==> config.mk <==
export PLATFORM = sky130hd
export DESIGN_NAME = load_store_unit_flat
export DESIGN_NICKNAME = d
export VERILOG_FILES = /design/src/rtl/lsu_pkg.sv /design/src/rtl/load_store_unit_if.sv /design/src/rtl/lsu_lane.sv /design/src/rtl/load_store_unit.sv /design/src/flat_wrapper.sv
export SDC_FILE = /design/constraint.sdc
export NUM_CORES = 1
export LEC_CHECK = 0
export ABC_AREA = 1
export BUFFER_PORTS_ARGS = -buffer_cell sky130_fd_sc_hd__buf_4
export CORE_MARGIN = 2
export CORE_UTILIZATION = 30
export CTS_CLUSTER_DIAMETER = 80
export DETAILED_ROUTE_END_ITERATION = 10
export HOLD_SLACK_MARGIN = 0.12
export PLACE_DENSITY_LB_ADDON = 0.3
export SYNTH_ARGS = -nofsm -noshare
export SYNTH_HDL_FRONTEND = slang
export SYNTH_SLANG_ARGS = --single-unit
==> constraint.sdc <==
create_clock -name clk -period 5.9 [get_ports clk]
set_clock_uncertainty 0.1 [all_clocks]
set_input_delay 1.475 -clock clk [delete_from_list [all_inputs] [get_ports clk]]
set_output_delay 1.475 -clock clk [all_outputs]
set_load 0.005 [all_outputs]
==> src/rtl/lsu_pkg.sv <==
`default_nettype none
// ============================================================================
// Module      : lsu_pkg
// Description : Shared types and helpers for the load/store unit.
//               lsu_op_t     - request operation encoding
//               lsu_state_t  - controller states
//               is_load      - op is one of LW/LH/LHU/LB/LBU
//               is_misaligned- op/offset pair violates natural alignment
// Revision    : 1.0 - initial release
// ============================================================================
package lsu_pkg;

    typedef enum logic [2:0] {
        LW  = 3'd0,
        LH  = 3'd1,
        LHU = 3'd2,
        LB  = 3'd3,
        LBU = 3'd4,
        SW  = 3'd5,
        SH  = 3'd6,
        SB  = 3'd7
    } lsu_op_t;

    typedef enum logic [1:0] {
        ST_IDLE   = 2'd0,
        ST_ACCESS = 2'd1,
        ST_WRITE  = 2'd2,
        ST_DONE   = 2'd3
    } lsu_state_t;

    function automatic logic is_load(lsu_op_t op);
        return (op == LW) || (op == LH) || (op == LHU) || (op == LB) || (op == LBU);
    endfunction

    function automatic logic is_misaligned(lsu_op_t op, logic [1:0] offs);
        case (op)
            LW, SW:       return offs != 2'b00;
            LH, LHU, SH:  return offs[0];
            default:      return 1'b0;
        endcase
    endfunction

endpackage
`default_nettype wire

==> src/rtl/load_store_unit_if.sv <==
`default_nettype none
// ============================================================================
// Module      : load_store_unit_if
// Description : Request/response channel between the MEM stage (master) and
//               the load/store unit (slave).
//               req_valid/req_ready - handshake, accept when both high
//               req_op/addr/wdata   - operation, byte address, store data
//               done                - one-cycle completion pulse
//               rdata               - load result (holds between loads)
//               err                 - misaligned request, valid with done
// Revision    : 1.0 - initial release
// ============================================================================
interface load_store_unit_if #(
    parameter int ADDR_W = 32
) ();
    logic              req_valid;
    logic              req_ready;
    logic [2:0]        req_op;
    logic [ADDR_W-1:0] req_addr;
    logic [31:0]       req_wdata;
    logic              done;
    logic [31:0]       rdata;
    logic              err;

    modport master (
        output req_valid, req_op, req_addr, req_wdata,
        input  req_ready, done, rdata, err
    );

    modport slave (
        input  req_valid, req_op, req_addr, req_wdata,
        output req_ready, done, rdata, err
    );
endinterface
`default_nettype wire

==> src/rtl/lsu_lane.sv <==
`default_nettype none
// ============================================================================
// Module      : lsu_lane
// Description : Little-endian byte-lane logic shared by loads and stores.
//               i_word   - source word (memory data or merge buffer)
//               i_wdata  - store data (low byte/halfword used for SB/SH)
//               i_op     - operation
//               i_offs   - byte offset addr[1:0]
//               o_load   - extracted lane, sign/zero extended per op
//               o_merge  - i_word with the op's lane replaced (SW: i_wdata)
// Revision    : 1.0 - initial release
// ============================================================================
module lsu_lane
    import lsu_pkg::*;
(
    input  lsu_op_t     i_op,
    input  logic [1:0]  i_offs,
    input  logic [31:0] i_word,
    input  logic [31:0] i_wdata,
    output logic [31:0] o_load,
    output logic [31:0] o_merge
);
    logic [7:0]  w_byte;
    logic [15:0] w_half;

    always_comb begin
        w_byte = 8'h00;
        case (i_offs)
            2'd0:    w_byte = i_word[7:0];
            2'd1:    w_byte = i_word[15:8];
            2'd2:    w_byte = i_word[23:16];
            default: w_byte = i_word[31:24];
        endcase
        w_half = i_offs[1] ? i_word[31:16] : i_word[15:0];

        case (i_op)
            LH:      o_load = {{16{w_half[15]}}, w_half};
            LHU:     o_load = {16'h0000, w_half};
            LB:      o_load = {{24{w_byte[7]}}, w_byte};
            LBU:     o_load = {24'h000000, w_byte};
            default: o_load = i_word;
        endcase

        o_merge = i_word;
        case (i_op)
            SB: begin
                case (i_offs)
                    2'd0:    o_merge[7:0]   = i_wdata[7:0];
                    2'd1:    o_merge[15:8]  = i_wdata[7:0];
                    2'd2:    o_merge[23:16] = i_wdata[7:0];
                    default: o_merge[31:24] = i_wdata[7:0];
                endcase
            end
            SH: begin
                if (i_offs[1]) o_merge[31:16] = i_wdata[15:0];
                else           o_merge[15:0]  = i_wdata[15:0];
            end
            default: o_merge = i_wdata;
        endcase
    end
endmodule
`default_nettype wire

==> src/rtl/load_store_unit.sv <==
`default_nettype none
// ============================================================================
// Module      : load_store_unit
// Description : Multicycle initiator between the MEM stage and data_memory.
//               Word accesses go straight through; sub-word stores are done
//               as read-modify-write; sub-word loads are extracted/extended.
//               clk, rst_n       - clock, synchronous active-low reset
//               bus (slave)      - request handshake and response
//               mem_write        - write strobe to data_memory
//               mem_address      - word index (addr >> 2) mod MEM_WORDS
//               mem_write_data   - word to write
//               mem_read_data    - combinational read of mem[mem_address]
// Revision    : 1.0 - initial release
// ============================================================================
module load_store_unit
    import lsu_pkg::*;
#(
    parameter int ADDR_W    = 32,
    parameter int MEM_WORDS = 1024
) (
    input  logic                clk,
    input  logic                rst_n,
    load_store_unit_if.slave    bus,
    output logic                mem_write,
    output logic [ADDR_W-1:0]   mem_address,
    output logic [31:0]         mem_write_data,
    input  logic [31:0]         mem_read_data
);
    localparam logic [ADDR_W-1:0] c_words = ADDR_W'(MEM_WORDS);

    lsu_state_t        r_state;
    lsu_state_t        w_next;
    lsu_op_t           r_op;
    logic [ADDR_W-1:0] r_addr;
    logic [31:0]       r_wdata;
    logic [31:0]       r_buf;
    logic [31:0]       r_rdata;
    logic              r_err;

    lsu_op_t           w_req_op;
    logic              w_accept;
    logic              w_req_mis;
    logic              w_subword_st;
    logic              w_wr;
    logic [ADDR_W-1:0] w_word_addr;
    logic [31:0]       w_lane_word;
    logic [31:0]       w_load;
    logic [31:0]       w_merge;

    assign w_req_op     = lsu_op_t'(bus.req_op);
    assign w_accept     = bus.req_valid && (r_state == ST_IDLE);
    assign w_req_mis    = is_misaligned(w_req_op, bus.req_addr[1:0]);
    assign w_subword_st = (r_op == SH) || (r_op == SB);
    assign w_word_addr  = {2'b00, r_addr[ADDR_W-1:2]};

    // During WRITE the lane unit merges into the buffered word; otherwise it
    // works on the live memory read (load extract, SW pass-through).
    assign w_lane_word  = (r_state == ST_WRITE) ? r_buf : mem_read_data;

    lsu_lane u_lane (
        .i_op    (r_op),
        .i_offs  (r_addr[1:0]),
        .i_word  (w_lane_word),
        .i_wdata (r_wdata),
        .o_load  (w_load),
        .o_merge (w_merge)
    );

    // State register
    always_ff @(posedge clk) begin
        if (!rst_n) r_state <= ST_IDLE;
        else        r_state <= w_next;
    end

    // Next-state logic
    always_comb begin
        w_next = r_state;
        case (r_state)
            ST_IDLE:   if (w_accept) w_next = w_req_mis ? ST_DONE : ST_ACCESS;
            ST_ACCESS: w_next = w_subword_st ? ST_WRITE : ST_DONE;
            ST_WRITE:  w_next = ST_DONE;
            default:   w_next = ST_IDLE;
        endcase
    end

    // Outputs decoded from state
    always_comb begin
        bus.req_ready = (r_state == ST_IDLE);
        bus.done      = (r_state == ST_DONE);
        w_wr          = ((r_state == ST_ACCESS) && (r_op == SW)) || (r_state == ST_WRITE);
        // Gate with reset so a write strobe never escapes in a reset cycle.
        mem_write     = rst_n && w_wr;
    end

    assign mem_address    = w_word_addr % c_words;
    assign mem_write_data = w_merge;
    assign bus.rdata      = r_rdata;
    assign bus.err        = r_err;

    // Request latch, merge buffer and load result
    always_ff @(posedge clk) begin
        if (!rst_n) begin
            r_op    <= LW;
            r_addr  <= '0;
            r_wdata <= '0;
            r_buf   <= '0;
            r_rdata <= '0;
            r_err   <= 1'b0;
        end else begin
            if (w_accept) begin
                r_op    <= w_req_op;
                r_addr  <= bus.req_addr;
                r_wdata <= bus.req_wdata;
                r_err   <= w_req_mis;
            end
            if (r_state == ST_ACCESS) begin
                if (is_load(r_op)) r_rdata <= w_load;
                if (w_subword_st)  r_buf   <= mem_read_data;
            end
        end
    end
endmodule
`default_nettype wire

==> src/flat_wrapper.sv <==
// flat-port wrapper written by rule: the top's interface ports become plain ports
module load_store_unit_flat import lsu_pkg::*;
#(
    parameter int ADDR_W    = 32,
    parameter int MEM_WORDS = 1024
)
  (clk, rst_n, mem_write, mem_address, mem_write_data, mem_read_data, bus_req_valid, bus_req_op, bus_req_addr, bus_req_wdata, bus_req_ready, bus_done, bus_rdata, bus_err);
  load_store_unit_if #(.ADDR_W(ADDR_W)) bus_i ();
  input  logic clk;
  input  logic rst_n;
  output logic mem_write;
  output logic [ADDR_W-1:0] mem_address;
  output logic [31:0] mem_write_data;
  input  logic [31:0] mem_read_data;
  input wire logic [$bits(bus_i.req_valid)-1:0] bus_req_valid;
  input wire logic [$bits(bus_i.req_op)-1:0] bus_req_op;
  input wire logic [$bits(bus_i.req_addr)-1:0] bus_req_addr;
  input wire logic [$bits(bus_i.req_wdata)-1:0] bus_req_wdata;
  output wire logic [$bits(bus_i.req_ready)-1:0] bus_req_ready;
  output wire logic [$bits(bus_i.done)-1:0] bus_done;
  output wire logic [$bits(bus_i.rdata)-1:0] bus_rdata;
  output wire logic [$bits(bus_i.err)-1:0] bus_err;
  assign bus_i.req_valid = bus_req_valid;
  assign bus_i.req_op = bus_req_op;
  assign bus_i.req_addr = bus_req_addr;
  assign bus_i.req_wdata = bus_req_wdata;
  assign bus_req_ready = bus_i.req_ready;
  assign bus_done = bus_i.done;
  assign bus_rdata = bus_i.rdata;
  assign bus_err = bus_i.err;
  load_store_unit #(.ADDR_W(ADDR_W), .MEM_WORDS(MEM_WORDS)) u_core (.clk(clk), .rst_n(rst_n), .bus(bus_i), .mem_write(mem_write), .mem_address(mem_address), .mem_write_data(mem_write_data), .mem_read_data(mem_read_data));
endmodule
==> results.cfg <==
[run_status]
status = finished, final reports clean

[logic_synthesis]
synth_top_cell_by_area = dfxtp_1
async_flop_share_pct = 0
synth_edf_count = 0
synth_top_family_by_area = simple AND/OR/NAND/NOR gates
synth-xor-area-share_pct = 0
synth-adder-area-share_pct = 0.751
yosys_most_used_dff = dfxtp_1
synth-seq-area-share_pct = 34.3
syn_inst = 1026
synth_seq_cells = 114
synthTopCellsByArea = dfxtp_1, nand2_1, o21ai_0
synthSimpleGateAreaFrac_pct = 27.2
synthMuxAreaShare_pct = 0
post_synth.cell_area_avg_um2 = 6.49
netlist_area_um2 = 6660
synth_compound_area_share_pct = 23.9
ys_types = 37
yosysWarnings = 0
synthDominantCellAreaShare_pct = 34.3

[placement]
dp_cells = 1399
dp_hpwl_um = 17000
place.gp.congestion = 0.843
portBuffers = 159

[setup_path]
cpPeakStageDelay_ns = 0.69
cp_slowest_cell = nor3_1
critPathKind = register to output pin
crit_top_cell = buf_4
worstPathRequired_ns = 4.32
crit_buf_inv = 3
endpoint_kind = output pin
reg2reg_from = u_core.r_op[1]
arrival_ns = 2.81
crit_family = simple AND/OR/NAND/NOR gates
crit_chain = buf_4 -> nor2_1 -> inv_1 -> nor3_1 -> o21ai_0 -> o2111ai_1 -> buf_4
critPathMaxFanout = 24
startpoint = u_core.r_addr[1]
start_kind = register

[cts]
clk_latency_ns = 0.43
clockBufferDepth = 2
htree_levels = 4
cts_root_buf = clkbuf_16
cts_tree = done
cts_buffers = 17
post-cts-setup-buffers = 0
cts_hold_buffers = 0
ctsResizeCount = 0
path_clk_slew_ns = 0.06
cts.sinks = 114

[detailed_routing]
routed_wl_um = 23600
antenna_left = 0
vias = 7104
post_drt_via_cell_ratio = 4.96
drt_iter0_drc = 571
dr.pass1.iters = 5
detail_route.wl_per_cell_um = 16.5
drc = 0

[layout]
multi_input_area_um2 = 3540
nets = 1244
antennaDiodeCount = 0
regArea_um2 = 2280
drive_gt1_share_pct = 20.2
fillCellCount = 2336
syn_to_final_growth_pct = 27.7
instances_no_fill = 1431

[global_route]
grt_pass1_wl_um = 36400
grt_pass1_vias = 6588
antenna_found_initial = 0
grt_overflow = 0
track_usage_pct = 19.8
grt_start_max_net_pins = 68

[timing]
fin_setup_tns_ns = 0
period_share_pct = 74.3
report.final.slew_viol_count = 0
fmax_ghz = 0.228
period_needed_ns = 4.39
finalSetupViolCount = 0
tightest_slew_ns = 1.08
slew_headroom_pct = 28.0
finalHoldViolCount = 0
rsz0062_at_grt = no

[power_and_ir_drop]
power_mw = 3.98
vdd_drop_max_v = 0.000201
power_density_nw_per_um2 = 468
leakage_nw = 3.75

[die]
fp-row-count = 54
core_um2 = 21800
die_area_um2 = 23400
num_io_pins = 202
die_h_um = 153
initial_core_util_pct = 30.5
die_w_um = 153

[min_path]
hold_path_startpoint = u_core.r_buf[23]
hold_path_class = register to register

[run]
cap_violations = 0
layout by cell type, fill, tap and decap left out, drive strengths merged, types with 7 or more instances in the layout:
master   instances
o221ai           7
dfxtp          114
a21oi           81
conb            22
buf            173
o21ai          136
nand2          234
o211ai          32
inv             92
clkbuf          19
o2111ai         17
nand3           74
nor2           108
routing by layer:
metal  part of all wire (%)  track usage, %
met4                    2.2            6.75
met2                     45            30.5
met3                    6.2            4.79
met5                      0               0
met1                     47            27.2
power breakdown:
group | internal (mW) | leakage [nW] | switching (mW)
registers | 0.960 | 0.934 | 0.122
logic | 0.607 | 2.49 | 1.09
clock network | 0.814 | 0.326 | 0.391
registers in the layout, summed over array words and instances, names as in the netlist:
name / cells
u_core.r_wdata: 32
u_core.bus.err: 1
u_core.r_op: 3
u_core.bus.rdata: 32
u_core.r_buf: 32
u_core.r_addr: 12
u_core.r_state: 2
cell families (layout without fill, tap and decap cells):
logic type | Yosys count | after routing
fa+ha+maj | 4 | 4
other cells | 1 | 22
flops | 114 | 114
simple gates | 435 | 435
buf+inv | 195 | 299
compound gates | 277 | 277
final cells by class:
type	instances	area share (%)
multi-input combinational	738	41.6
clock inverter	13	2.71
tap	280	4.12
timing repair buffer	173	15.3
clock buffer	19	5.32
inverter	94	4.15
sequential	114	26.8
tightest hold or removal path, stage by stage (launching register included):
cell and delay (ns):
dfxtp_1 0.29, inv_1 0.06, a21oi_1 0.06
path summary, 6_finish.rpt:
| path | end | slack (ns) | depth (start not counted) |
|---|---|---|---|
| setup / recovery | mem_write_data[6] | 1.51 | 7 |
| hold / removal | u_core.r_buf[23] | 0.36 | 2 |
| setup reg to reg | u_core.r_buf[4] | 3.18 | 8 |
| hold reg to reg | u_core.r_buf[23] | 0.36 | 2 |
cell usage after synthesis (2+ instances only):
cell,n
nand2_1,231
dfxtp_1,114
nor2_1,105
o21ai_0,98
inv_1,82
a21oi_1,81
nand3_1,72
clkbuf_1,37
buf_4,35
o211ai_1,32
o21ai_1,31
buf_2,22
o2111ai_1,17
inv_2,9
o21ai_2,7
o221ai_1,7
nand4_1,6
and2_0,5
buf_6,4
ha_1,4
buf_1,3
clkinv_1,3
nand2_2,3
a21boi_0,2
nand3b_1,2
nor2_2,2
nor3_1,2
metrics by stage:
stage	setup WS, ns	hold slack [ns]	cell area, um2	util (%)
after global routing	1.38	0.380	8510	39.0
final	1.51	0.359	8510	39.0
after CTS	1.58	0.357	8510	39.0
after detailed placement	1.64	0.348	7830	35.9
after floorplan	2.15	0.329	6740	-
after global placement	1.62	0.344	7830	35.9
(Power assumes the default switching activity.)
